$ cat config.mk
export PLATFORM = sky130hd
export DESIGN_NAME = pll_phase_step_ctrl
export DESIGN_NICKNAME = d
export VERILOG_FILES = /design/src/rtl/pll_phase_pkg.sv /design/src/rtl/pll_phase_pos_tracker.sv /design/src/rtl/pll_phase_step_ctrl.sv
export SDC_FILE = /design/constraint.sdc
export NUM_CORES = 1
export LEC_CHECK = 0
export BUFFER_PORTS_ARGS = -buffer_cell sky130_fd_sc_hd__buf_2
export CELL_PAD_IN_SITES_DETAIL_PLACEMENT = 1
export CELL_PAD_IN_SITES_GLOBAL_PLACEMENT = 1
export CORE_ASPECT_RATIO = 0.7
export CORE_MARGIN = 3
export CORE_UTILIZATION = 40
export CTS_BUF_LIST = sky130_fd_sc_hd__clkbuf_4
export CTS_CLUSTER_DIAMETER = 150
export DETAILED_ROUTE_END_ITERATION = 8
export HOLD_SLACK_MARGIN = 0.03
export PLACE_DENSITY = 0.76
export SYNTH_ARGS = -nofsm -noshare
export SYNTH_HDL_FRONTEND = slang
export SYNTH_SLANG_ARGS = --single-unit
export TNS_END_PERCENT = 1
$ cat constraint.sdc
create_clock -name CLK -period 7 [get_ports CLK]
set_input_delay 1.05 -clock CLK [delete_from_list [all_inputs] [get_ports CLK]]
set_output_delay 1.05 -clock CLK [all_outputs]
set_load 0.01 [all_outputs]
$ cat src/rtl/pll_phase_pkg.sv
// Shared types and helpers for the PLL dynamic phase-step sequencer.
// The absolute-target mode is enabled with the PLL_PHASE_STEP_ABS_EN macro.
package pll_phase_pkg;

  localparam int PHASE_W_DEF = 8;

  typedef logic [PHASE_W_DEF-1:0] phase_t;

  typedef enum logic [2:0] {
    ST_IDLE,
    ST_CALC,
    ST_SETUP,
    ST_ROT_H,
    ST_ROT_L,
    ST_LOAD,
    ST_SETTLE
  } state_e;

  // One phase step with wrap at the output period; pos is always < period.
  function automatic int unsigned wrap_step(input int unsigned pos,
                                            input logic        dir,
                                            input int unsigned period);
    if (dir) begin
      return (pos + 1 >= period) ? 0 : pos + 1;
    end
    return (pos == 0) ? period - 1 : pos - 1;
  endfunction

endpackage

$ cat src/rtl/pll_phase_pos_tracker.sv
// Per-output phase position registers with modulo-period wrap.
// With PLL_PHASE_STEP_ABS_EN it also derives the shortest path to a target.
module pll_phase_pos_tracker
  import pll_phase_pkg::*;
#(
  parameter int NUM_OUT      = 4,
  parameter int PHASE_W      = 8,
  parameter int PERIOD_STEPS = 32,
  parameter int CH_W         = 2
) (
  input  logic                       clk,
  input  logic                       rst_n,
  input  logic                       upd_i,
  input  logic [CH_W-1:0]            ch_i,
  input  logic                       dir_i,
`ifdef PLL_PHASE_STEP_ABS_EN
  input  logic [PHASE_W-1:0]         target_i,
  output logic                       abs_dir_o,
  output logic [PHASE_W-1:0]         abs_steps_o,
`endif
  output logic [NUM_OUT*PHASE_W-1:0] pos_o
);

  logic [PHASE_W-1:0] pos_q [NUM_OUT];

  // NOTE: the position array is small and must read zero after an async reset,
  // so it is reset like any other register rather than left as uninitialised RAM.
  always_ff @(posedge clk or negedge rst_n) begin
    if (!rst_n) begin
      for (int i = 0; i < NUM_OUT; i++) pos_q[i] <= '0;
    end else if (upd_i) begin
      for (int i = 0; i < NUM_OUT; i++) begin
        if (ch_i == CH_W'(i)) begin
          pos_q[i] <= PHASE_W'(wrap_step(32'(pos_q[i]), dir_i, PERIOD_STEPS));
        end
      end
    end
  end

  for (genvar g = 0; g < NUM_OUT; g++) begin : g_pos
    assign pos_o[g*PHASE_W +: PHASE_W] = pos_q[g];
  end

`ifdef PLL_PHASE_STEP_ABS_EN
  logic [PHASE_W-1:0] cur_pos;
  int                 cur_v;
  int                 tgt_v;
  int                 dist;

  always_comb begin
    cur_pos = '0;
    for (int i = 0; i < NUM_OUT; i++) begin
      if (ch_i == CH_W'(i)) cur_pos = pos_q[i];
    end
  end

  // Forward distance modulo the period; a tie at half a period advances.
  always_comb begin
    cur_v = int'(cur_pos);
    tgt_v = int'(target_i);
    dist  = (tgt_v >= cur_v) ? (tgt_v - cur_v) : (tgt_v + PERIOD_STEPS - cur_v);
    if (dist <= PERIOD_STEPS / 2) begin
      abs_dir_o   = 1'b1;
      abs_steps_o = PHASE_W'(dist);
    end else begin
      abs_dir_o   = 1'b0;
      abs_steps_o = PHASE_W'(PERIOD_STEPS - dist);
    end
  end
`endif

endmodule

$ cat src/rtl/pll_phase_step_ctrl.sv
// Sequencer for a fabric PLL dynamic phase-adjust port (select, direction, rotate, load).
// Optional absolute-target requests are enabled with the PLL_PHASE_STEP_ABS_EN macro.
module pll_phase_step_ctrl
  import pll_phase_pkg::*;
#(
  parameter int  NUM_OUT       = 4,
  parameter int  PHASE_W       = 8,
  parameter int  PERIOD_STEPS  = 32,
  parameter int  ROT_HI        = 2,
  parameter int  ROT_LO        = 2,
  parameter int  LOAD_CYCLES   = 1,
  parameter int  SETTLE_CYCLES = 16,
  localparam int CH_W          = (NUM_OUT > 1) ? $clog2(NUM_OUT) : 1
) (
  input  logic                       CLK,
  input  logic                       RESET_N,
  input  logic                       PLL_LOCK,
  input  logic                       REQ_VALID,
  output logic                       REQ_READY,
  input  logic [CH_W-1:0]            REQ_CH,
  input  logic                       REQ_DIR,
  input  logic [PHASE_W-1:0]         REQ_STEPS,
`ifdef PLL_PHASE_STEP_ABS_EN
  input  logic                       REQ_ABS,
`endif
  output logic [NUM_OUT-1:0]         PHASE_OUT_SEL,
  output logic                       PHASE_DIRECTION,
  output logic                       PHASE_ROTATE,
  output logic                       LOAD_PHASE_N,
  output logic                       BUSY,
  output logic                       DONE,
  output logic                       ERR,
  output logic [NUM_OUT*PHASE_W-1:0] PHASE_POS
);

  localparam int CNT_W = 16;

  state_e             state_q, state_d;
  logic [CNT_W-1:0]   cnt_q, cnt_d;
  logic [PHASE_W-1:0] steps_q, steps_d;
  logic [CH_W-1:0]    ch_q, ch_d;
  logic               dir_q, dir_d;
  logic               err_q, err_d;
  logic               done_q, done_d;
  logic [NUM_OUT-1:0] sel_q;
  logic               pdir_q;
  logic               rot_q;
  logic               load_n_q;
  logic               pos_upd;
  logic               accept;
  logic               ch_ok;
  logic               active_d;
  logic               last_hi, last_lo, last_load, last_settle;

`ifdef PLL_PHASE_STEP_ABS_EN
  logic               abs_dir;
  logic [PHASE_W-1:0] abs_steps;
  logic               tgt_ok;

  assign tgt_ok = int'(REQ_STEPS) < PERIOD_STEPS;
`endif

  assign REQ_READY   = (state_q == ST_IDLE) && PLL_LOCK;
  assign accept      = REQ_VALID && REQ_READY;
  assign ch_ok       = int'(REQ_CH) < NUM_OUT;
  assign last_hi     = (cnt_q == CNT_W'(ROT_HI - 1));
  assign last_lo     = (cnt_q == CNT_W'(ROT_LO - 1));
  assign last_load   = (cnt_q == CNT_W'(LOAD_CYCLES - 1));
  assign last_settle = (cnt_q == CNT_W'(SETTLE_CYCLES - 1));

  // NOTE: every signal driven here gets a default first, so no path through
  // the case statement can leave one unassigned and infer a latch.
  always_comb begin
    state_d = state_q;
    steps_d = steps_q;
    ch_d    = ch_q;
    dir_d   = dir_q;
    err_d   = err_q;
    done_d  = 1'b0;
    pos_upd = 1'b0;

    unique case (state_q)
      ST_IDLE: begin
        if (accept) begin
          err_d   = 1'b0;
          ch_d    = REQ_CH;
          dir_d   = REQ_DIR;
          steps_d = REQ_STEPS;
          if (!ch_ok) begin
            done_d = 1'b1;
            err_d  = 1'b1;
          end
`ifdef PLL_PHASE_STEP_ABS_EN
          else if (REQ_ABS && !tgt_ok) begin
            done_d = 1'b1;
            err_d  = 1'b1;
          end else if (REQ_ABS) begin
            state_d = ST_CALC;
          end
`endif
          else begin
            state_d = ST_SETUP;
          end
        end
      end
`ifdef PLL_PHASE_STEP_ABS_EN
      ST_CALC: begin
        dir_d   = abs_dir;
        steps_d = abs_steps;
        state_d = ST_SETUP;
      end
`endif
      ST_SETUP: state_d = (steps_q == '0) ? ST_LOAD : ST_ROT_H;
      ST_ROT_H: begin
        // A step counts only once its high phase has completed.
        if (last_hi) begin
          state_d = ST_ROT_L;
          steps_d = steps_q - PHASE_W'(1);
          pos_upd = 1'b1;
        end
      end
      ST_ROT_L: begin
        if (last_lo) state_d = (steps_q != '0) ? ST_ROT_H : ST_LOAD;
      end
      ST_LOAD: begin
        if (last_load) state_d = ST_SETTLE;
      end
      ST_SETTLE: begin
        if (last_settle) begin
          state_d = ST_IDLE;
          done_d  = 1'b1;
        end
      end
      default: state_d = ST_IDLE;
    endcase

    // Losing lock aborts any sequence; partial progress stays in the positions.
    if (state_q != ST_IDLE && !PLL_LOCK) begin
      state_d = ST_IDLE;
      done_d  = 1'b1;
      err_d   = 1'b1;
      pos_upd = 1'b0;
    end

    cnt_d    = (state_d != state_q || state_q == ST_IDLE) ? '0 : cnt_q + CNT_W'(1);
    active_d = (state_d == ST_SETUP) || (state_d == ST_ROT_H) ||
               (state_d == ST_ROT_L) || (state_d == ST_LOAD);
  end

  // NOTE: sequential state uses non-blocking assignments so every register
  // samples the pre-edge values regardless of statement order.
  always_ff @(posedge CLK or negedge RESET_N) begin
    if (!RESET_N) begin
      state_q  <= ST_IDLE;
      cnt_q    <= '0;
      steps_q  <= '0;
      ch_q     <= '0;
      dir_q    <= 1'b0;
      err_q    <= 1'b0;
      done_q   <= 1'b0;
      sel_q    <= '0;
      pdir_q   <= 1'b0;
      rot_q    <= 1'b0;
      load_n_q <= 1'b1;
    end else begin
      state_q  <= state_d;
      cnt_q    <= cnt_d;
      steps_q  <= steps_d;
      ch_q     <= ch_d;
      dir_q    <= dir_d;
      err_q    <= err_d;
      done_q   <= done_d;
      // PLL-facing pins are registered from the next state to keep them glitch-free.
      sel_q    <= active_d ? (NUM_OUT'(1) << ch_d) : '0;
      pdir_q   <= active_d && dir_d;
      rot_q    <= (state_d == ST_ROT_H);
      load_n_q <= (state_d != ST_LOAD);
    end
  end

  pll_phase_pos_tracker #(
    .NUM_OUT      (NUM_OUT),
    .PHASE_W      (PHASE_W),
    .PERIOD_STEPS (PERIOD_STEPS),
    .CH_W         (CH_W)
  ) u_pos (
    .clk         (CLK),
    .rst_n       (RESET_N),
    .upd_i       (pos_upd),
    .ch_i        (ch_q),
    .dir_i       (dir_q),
`ifdef PLL_PHASE_STEP_ABS_EN
    .target_i    (steps_q),
    .abs_dir_o   (abs_dir),
    .abs_steps_o (abs_steps),
`endif
    .pos_o       (PHASE_POS)
  );

  assign PHASE_OUT_SEL   = sel_q;
  assign PHASE_DIRECTION = pdir_q;
  assign PHASE_ROTATE    = rot_q;
  assign LOAD_PHASE_N    = load_n_q;
  assign BUSY            = (state_q != ST_IDLE);
  assign DONE            = done_q;
  assign ERR             = err_q;

endmodule

Yosys cells after proc, flatten, opt, wreduce, memory -nomap -nowiden
Index checks and enable logic that the tools add are counted.
{"block": "totals", "out_inout_bits": 43, "register_bits": 71, "word_cells": 128, "inputBits": 15}
{"block": "classes", "addsub": 10, "eq_ne": 18, "n_mux": 52, "n_reduce_logical": 28, "magnitude_cmp": 4, "shifts": 1}
{"operator": "2-to-1 mux 8 bit", "n": 18}
{"operator": "zero test 8 bit", "n": 5}
{"operator": "subtractor 8 x 1 -> 8 bit, second input constant", "n": 5}
{"operator": "adder 8 x 1 -> 9 bit, second input constant", "n": 4}
{"operator": ">= comparator 9 x 6 -> 1 bit, second input constant", "n": 4}
{"operator": "2-to-1 mux 3 bit", "n": 8}
{"operator": "2-to-1 mux 1 bit", "n": 20}
{"operator": "case mux 3 bit (6 select lines)", "n": 1}
{"operator": "adder 16 x 1 -> 16 bit, second input constant", "n": 1}
{"operator": "== test 16 x 1 -> 1 bit, second input constant", "n": 1}
{"operator": "== test 16 x 4 -> 1 bit, second input constant", "n": 1}
{"operator": "zero test 16 bit", "n": 1}
{"operator": "2-to-1 mux 16 bit", "n": 1}
{"operator": "case mux 8 bit (2 select lines)", "n": 1}
{"operator": "== test 3 bit, second input constant", "n": 5}
{"operator": "== test 3 x 2 -> 1 bit, second input constant", "n": 4}
{"operator": "AND reduction 2 bit", "n": 5}
{"operator": "nonzero test 8 bit", "n": 1}
{"operator": "nonzero test 2 bit", "n": 3}
{"operator": "== test 2 bit, second input constant", "n": 2}
{"operator": "logical AND 1 bit", "n": 4}
{"operator": "logical OR 1 bit", "n": 4}
{"operator": "2-to-1 mux 2 bit", "n": 2}
{"operator": "2-to-1 mux 4 bit", "n": 1}
{"operator": "10 further kinds", "n": 11}

Longest topological paths before layout
{"block": "depth", "depth_word": 11, "depth_mapped": 9, "mapped_depth_nobuf": 8}

Hierarchy
Synthesis repeated with hierarchy kept, for this count alone.
{"block": "unflattened", "cells_unflattened": 561, "area_unflattened_um2": 4750.8}
{"mod": "pll_phase_pos_tracker", "instances": 1, "cells_each": 315, "area_per_inst_um2": 2527.4, "seq_area_each_um2": 800.8}
{"mod": "pll_phase_step_ctrl", "instances": 1, "cells_each": 246, "area_per_inst_um2": 2223.4, "seq_area_each_um2": 977.2}

Worst setup path after synthesis
No wires, ideal clock.
{"block": "synth_path", "path_kind": "input to register", "startpoint": "in REQ_VALID", "endpoint": "reg cnt_q[10]", "cell_stages": 7, "setup_slack_ns": 4.598, "t_required_ns": 6.920, "t_arrival_ns": 2.321, "setup_time_ns": 0.080, "path_buffers": 2, "path_cell_list": "and3_1 clkbuf_1 a31oi_1 nand4bb_1 a22o_1 buf_6 nor3_2"}
{"block": "synth_via", "elab_chain_cells": 7}
{"element": "start: declaration", "line": "pll_phase_step_ctrl.sv:18", "rtl": "input logic REQ_VALID,"}
{"element": "logical AND 1 bit", "line": "pll_phase_step_ctrl.sv:64", "rtl": "assign accept = REQ_VALID && REQ_READY;"}
{"element": "2-to-1 mux 3 bit", "line": "pll_phase_step_ctrl.sv:84", "rtl": "if (accept) begin"}
{"element": "case mux 3 bit (6 select lines)", "line": "pll_phase_step_ctrl.sv:82", "rtl": "unique case (state_q)"}
{"element": "2-to-1 mux 3 bit", "line": "pll_phase_step_ctrl.sv:138", "rtl": "if (state_q != ST_IDLE && !PLL_LOCK) begin"}
{"element": "inequality test 3 bit", "line": "pll_phase_step_ctrl.sv:145", "rtl": "cnt_d = (state_d != state_q || state_q == ST_IDLE) ? '0 : cnt_q + CNT_W'(1);"}
{"element": "logical OR 1 bit", "line": "pll_phase_step_ctrl.sv:145"}
{"element": "2-to-1 mux 16 bit", "line": "pll_phase_step_ctrl.sv:145"}
{"element": "via cnt_d[10]", "line": "pll_phase_step_ctrl.sv:39", "rtl": "logic [CNT_W-1:0] cnt_q, cnt_d;"}
{"element": "end signal: assignment", "line": "pll_phase_step_ctrl.sv:167", "rtl": "cnt_q <= cnt_d;"}
{"element": "end: declaration", "line": "pll_phase_step_ctrl.sv:39"}
The timed path passes the listed nets, and every way through them passes these cells.
A chain may end at the register's enable or synchronous reset.

Worst setup path after layout
{"block": "layout_path", "startpoint": "reg state_q[2]", "endpoint": "reg steps_q[7]"}
{"block": "layout_via", "elab_chain_cells": 5, "elab_cells_between_ends": 9, "classes_between": "eq/ne (3); mux (1); reduce/logical (5)"}
{"element": "start: declaration", "line": "pll_phase_step_ctrl.sv:38", "rtl": "state_e state_q, state_d;"}
{"element": "start signal: assignment", "line": "pll_phase_step_ctrl.sv:166", "rtl": "state_q <= state_d;"}
{"element": "zero test 3 bit", "line": "pll_phase_step_ctrl.sv:63, pll_phase_step_ctrl.sv:82"}
{"element": "logical AND 1 bit", "line": "pll_phase_step_ctrl.sv:63", "rtl": "assign REQ_READY = (state_q == ST_IDLE) && PLL_LOCK;"}
{"element": "logical AND 1 bit", "line": "pll_phase_step_ctrl.sv:64"}
{"element": "inequality test 2 bit (no source line)"}
{"element": "AND reduction 3 bit (no source line)"}
{"element": "end signal: assignment", "line": "pll_phase_step_ctrl.sv:168", "rtl": "steps_q <= steps_d;"}
{"element": "end: declaration", "line": "pll_phase_step_ctrl.sv:40", "rtl": "logic [PHASE_W-1:0] steps_q, steps_d;"}
Several ways; a longest one is shown, not always the timed one.

==> impl_metrics.ini <==
[floorplan]
dieArea_sq_mm = 0.01332
die-height_um = 97.48
die_x_um = 136.7
num_io_pins = 58
num_rows = 32
core-area_sq_mm = 0.01133
initial_core_util_pct = 42.20

[logic_synthesis]
yosysUniqueCellTypes = 73
synth_xor_area_share_pct = 4.029
synthFlopType = dfrtp_1
synth_compound_area_share_pct = 20.02
ys_seq_elements = 71
syn-mean-instance-area_sq_um = 8.539
synth_cells = 560
syn_area_sq_mm = 0.004782
yosys.area_share.simple_pct = 28.39
synth_nets = 592
synth-edff-count = 0
yosysSeqAreaShare_pct = 37.18
synth_fa_ha_area_share_pct = 4.448
synth-warning-count = 0
synth_mux_area_share_pct = 1.177
synth_top_family_by_area = simple AND/OR/NAND/NOR gates
postSynth.asyncResetShare_pct = 100.0

[critical_path]
crit_family = compound AO/OA/AOI/OAI gates
cp_slowest_cell = a21oi_1
path_buf_inv = 0
criticalPathCategory = reg -> reg
startpoint_type = register
max_stage_delay_ps = 890
path_cells = nand3b_1, nor2_1, a21oi_1, o21ai_0, o21ai_0
cp_max_fo = 20
cp-end-kind = register
cp_common_cell = o21ai_0
cp.required_ps = 7360
cp.arrival_ps = 3280

[route]
drc = 0
first_pass_iters = 4
drt-total-wl_mm = 14.07
drt_iter0_drc = 301
via_per_inst = 5.896
vias = 4481
routedWlPerCell_um = 18.52
antenna_left = 0

[timing]
slew_viol_final = 0
period_needed_ps = 2916
slew_headroom_pct = 29.90
final_hold_viol_count = 0
finalSetupTns_ps = 0
finalSetupViolCount = 0
worstMarginPinSlew_ps = 1052
period_share_pct = 41.66
rsz0062_at_grt = no
fmax_mhz = 342.9
skew_ps = 18.00

[layout]
drive_gt1_share_pct = 17.13
n_antenna_cell = 0
fin_util_pct = 46.80
num-nets-final = 634
fill_cells = 1389
area_delta_synth_final_pct = 10.88

[global_routing]
grt_pass1_vias = 4614
grt_start_max_net_pins = 72
global_route.usage.total_pct = 22.00
grt_pass1_wl_mm = 23.74
antenna_found_initial = 0
grt-ovfl-total = 0

[place]
port_buffers = 57
hpwl_mm = 10.14
place_congestion = 0.8993

[job]
drv_cap = 0

[clock_tree]
cts_tree = yes
cts_max_path_buffers = 2
cts_resized = 0
cts.sinks = 71
holdBufCountCts = 0
cts.clk_slew.worst_paths_ps = 140
cts_max_level = 3
numCtsBuffers = 9
clkLatencyLatePin_ps = 460
postCtsSetupRepairBufs = 0
root_buffer = clkbuf_4

[pwr]
seq_power_share_pct = 35.8
p_comb_share_pct = 47.6
ir_worst_vdd_mv = 0.1676
power.internal_mw = 0.9639
p_sw_mw = 0.8976
power.density_mw_per_mm2 = 351.0
power_frac_clock_pct = 16.7
switching_share_pct = 48.22
p_leak_nw = 2.347

[outcome]
outcome = complete, no violations

[min_path]
hold_path.class = reg -> reg
-- per-layer routing --
| metal | part of all wire [%] | vias up | global-route usage, % |
|---|---|---|---|
| met3 | 4.5 | 13 | 4.503 |
| met1 | 49 | 2238 | 31.72 |
| li1 | - | 2128 | - |
| met4 | 1.0 | 0 | 5.112 |
| met2 | 46 | 102 | 33.80 |
| met5 | 0 | - | 0 |
-- state kept, by name, indices dropped and copies added (netlist names) --
signal and count:
u_pos.pos_o 32, cnt_q 16, steps_q 8, PHASE_OUT_SEL 4
state_q 3, ch_q 2, DONE 1, ERR 1
LOAD_PHASE_N 1, PHASE_DIRECTION 1, PHASE_ROTATE 1, dir_q 1
-- metrics by stage --
stage / area (sq um) / setup slack (ps) / hold WS [ps] / total power [mW] / std cells
after CTS: 5303 / 4097 / 546.2 / 1.874 / 760
after detailed placement: 5142 / 3955 / 529.9 / 1.556 / 744
after global routing: 5303 / 3699 / 576.8 / 2.014 / 760
final: 5303 / 4084 / 547.9 / 1.861 / 760
after floorplan: 4782 / 4598 / 483.8 / 1.284 / 560
after global placement: 5142 / 4063 / 515.2 / 1.506 / 744
-- cell usage in the layout, fill, tap and decap left out, types with 4 or more instances in the layout --
cell type   n
dfrtp_1    70
buf_2      56
o21ai_0    54
nand2_1    50
nor2_1     45
a21oi_1    41
inv_1      27
nor3_1     21
nand4_1    17
nand3_1    17
ha_1       17
xor2_1     13
nor3_2     10
clkbuf_4   10
and3_1      9
nor4_1      9
xnor2_1     9
nor2b_1     7
nor3b_1     6
a31oi_1     6
and2_1      6
o31ai_1     6
a211o_1     5
o21ai_1     5
or4_1       5
a211oi_1    5
and4_1      4
nand2b_1    4
-- cell usage after synthesis, types with 13 or more instances --
cell type	n	share of area, %
nor2_1	45	3.5
clkbuf_1	22	1.7
xor2_1	13	2.4
nand2_1	50	3.9
nand3_1	17	1.8
inv_1	27	2.1
ha_1	17	4.4
dfrtp_1	70	37
o21ai_0	54	5.7
nor3_1	21	2.2
a21oi_1	41	4.3
nand4_1	17	2.2
-- path summary, 6_finish.rpt --
check	to	slack (ps)	startpoint	depth (start not counted)
min	u_pos.pos_o[23]$_DFFE_PN0P_	550	u_pos.pos_o[23]$_DFFE_PN0P_	1
max reg2reg	steps_q[7]$_DFFE_PN0P_	4080	state_q[2]$_DFF_PN0_	5
max in group asynchronous	steps_q[4]$_DFFE_PN0P_	5640	RESET_N	1
min in group asynchronous	cnt_q[9]$_DFF_PN0_	720	RESET_N	1
min reg2reg	u_pos.pos_o[23]$_DFFE_PN0P_	550	u_pos.pos_o[23]$_DFFE_PN0P_	1
max	steps_q[7]$_DFFE_PN0P_	4080	state_q[2]$_DFF_PN0_	5
-- cells by family (layout without fill, tap and decap cells) --
logic type,count (synthesis),in the layout
AO/OA/AOI/OAI,155,155
XOR/XNOR,22,22
adder cells (fa/ha/maj),17,17
buffers and inverters,54,101
flip-flops,71,71
multiplexers,5,5
AND/OR/NAND/NOR,236,236
-- power groups by stage --
stage	Combinational (mW)	Sequential, mW	Clock [mW]
after floorplan	0.670	0.614	0
after global placement	0.839	0.667	0
after detailed placement	0.883	0.672	0
after CTS	0.889	0.665	0.320
after global routing	0.989	0.687	0.338
final	0.886	0.666	0.310
-- layout make-up --
cell class / count / area (sq um) / share of cell area [%]
clock buffer: 10 / 75.07 / 1.416
tap: 153 / 191.4 / 3.610
timing repair buffer: 58 / 295.3 / 5.569
sequential: 71 / 1778 / 33.53
multi-input combinational: 435 / 2776 / 52.36
clock inverter: 6 / 85.08 / 1.605
inverter: 27 / 101.3 / 1.911
No activity file was read; power rests on OpenSTA's default activity.
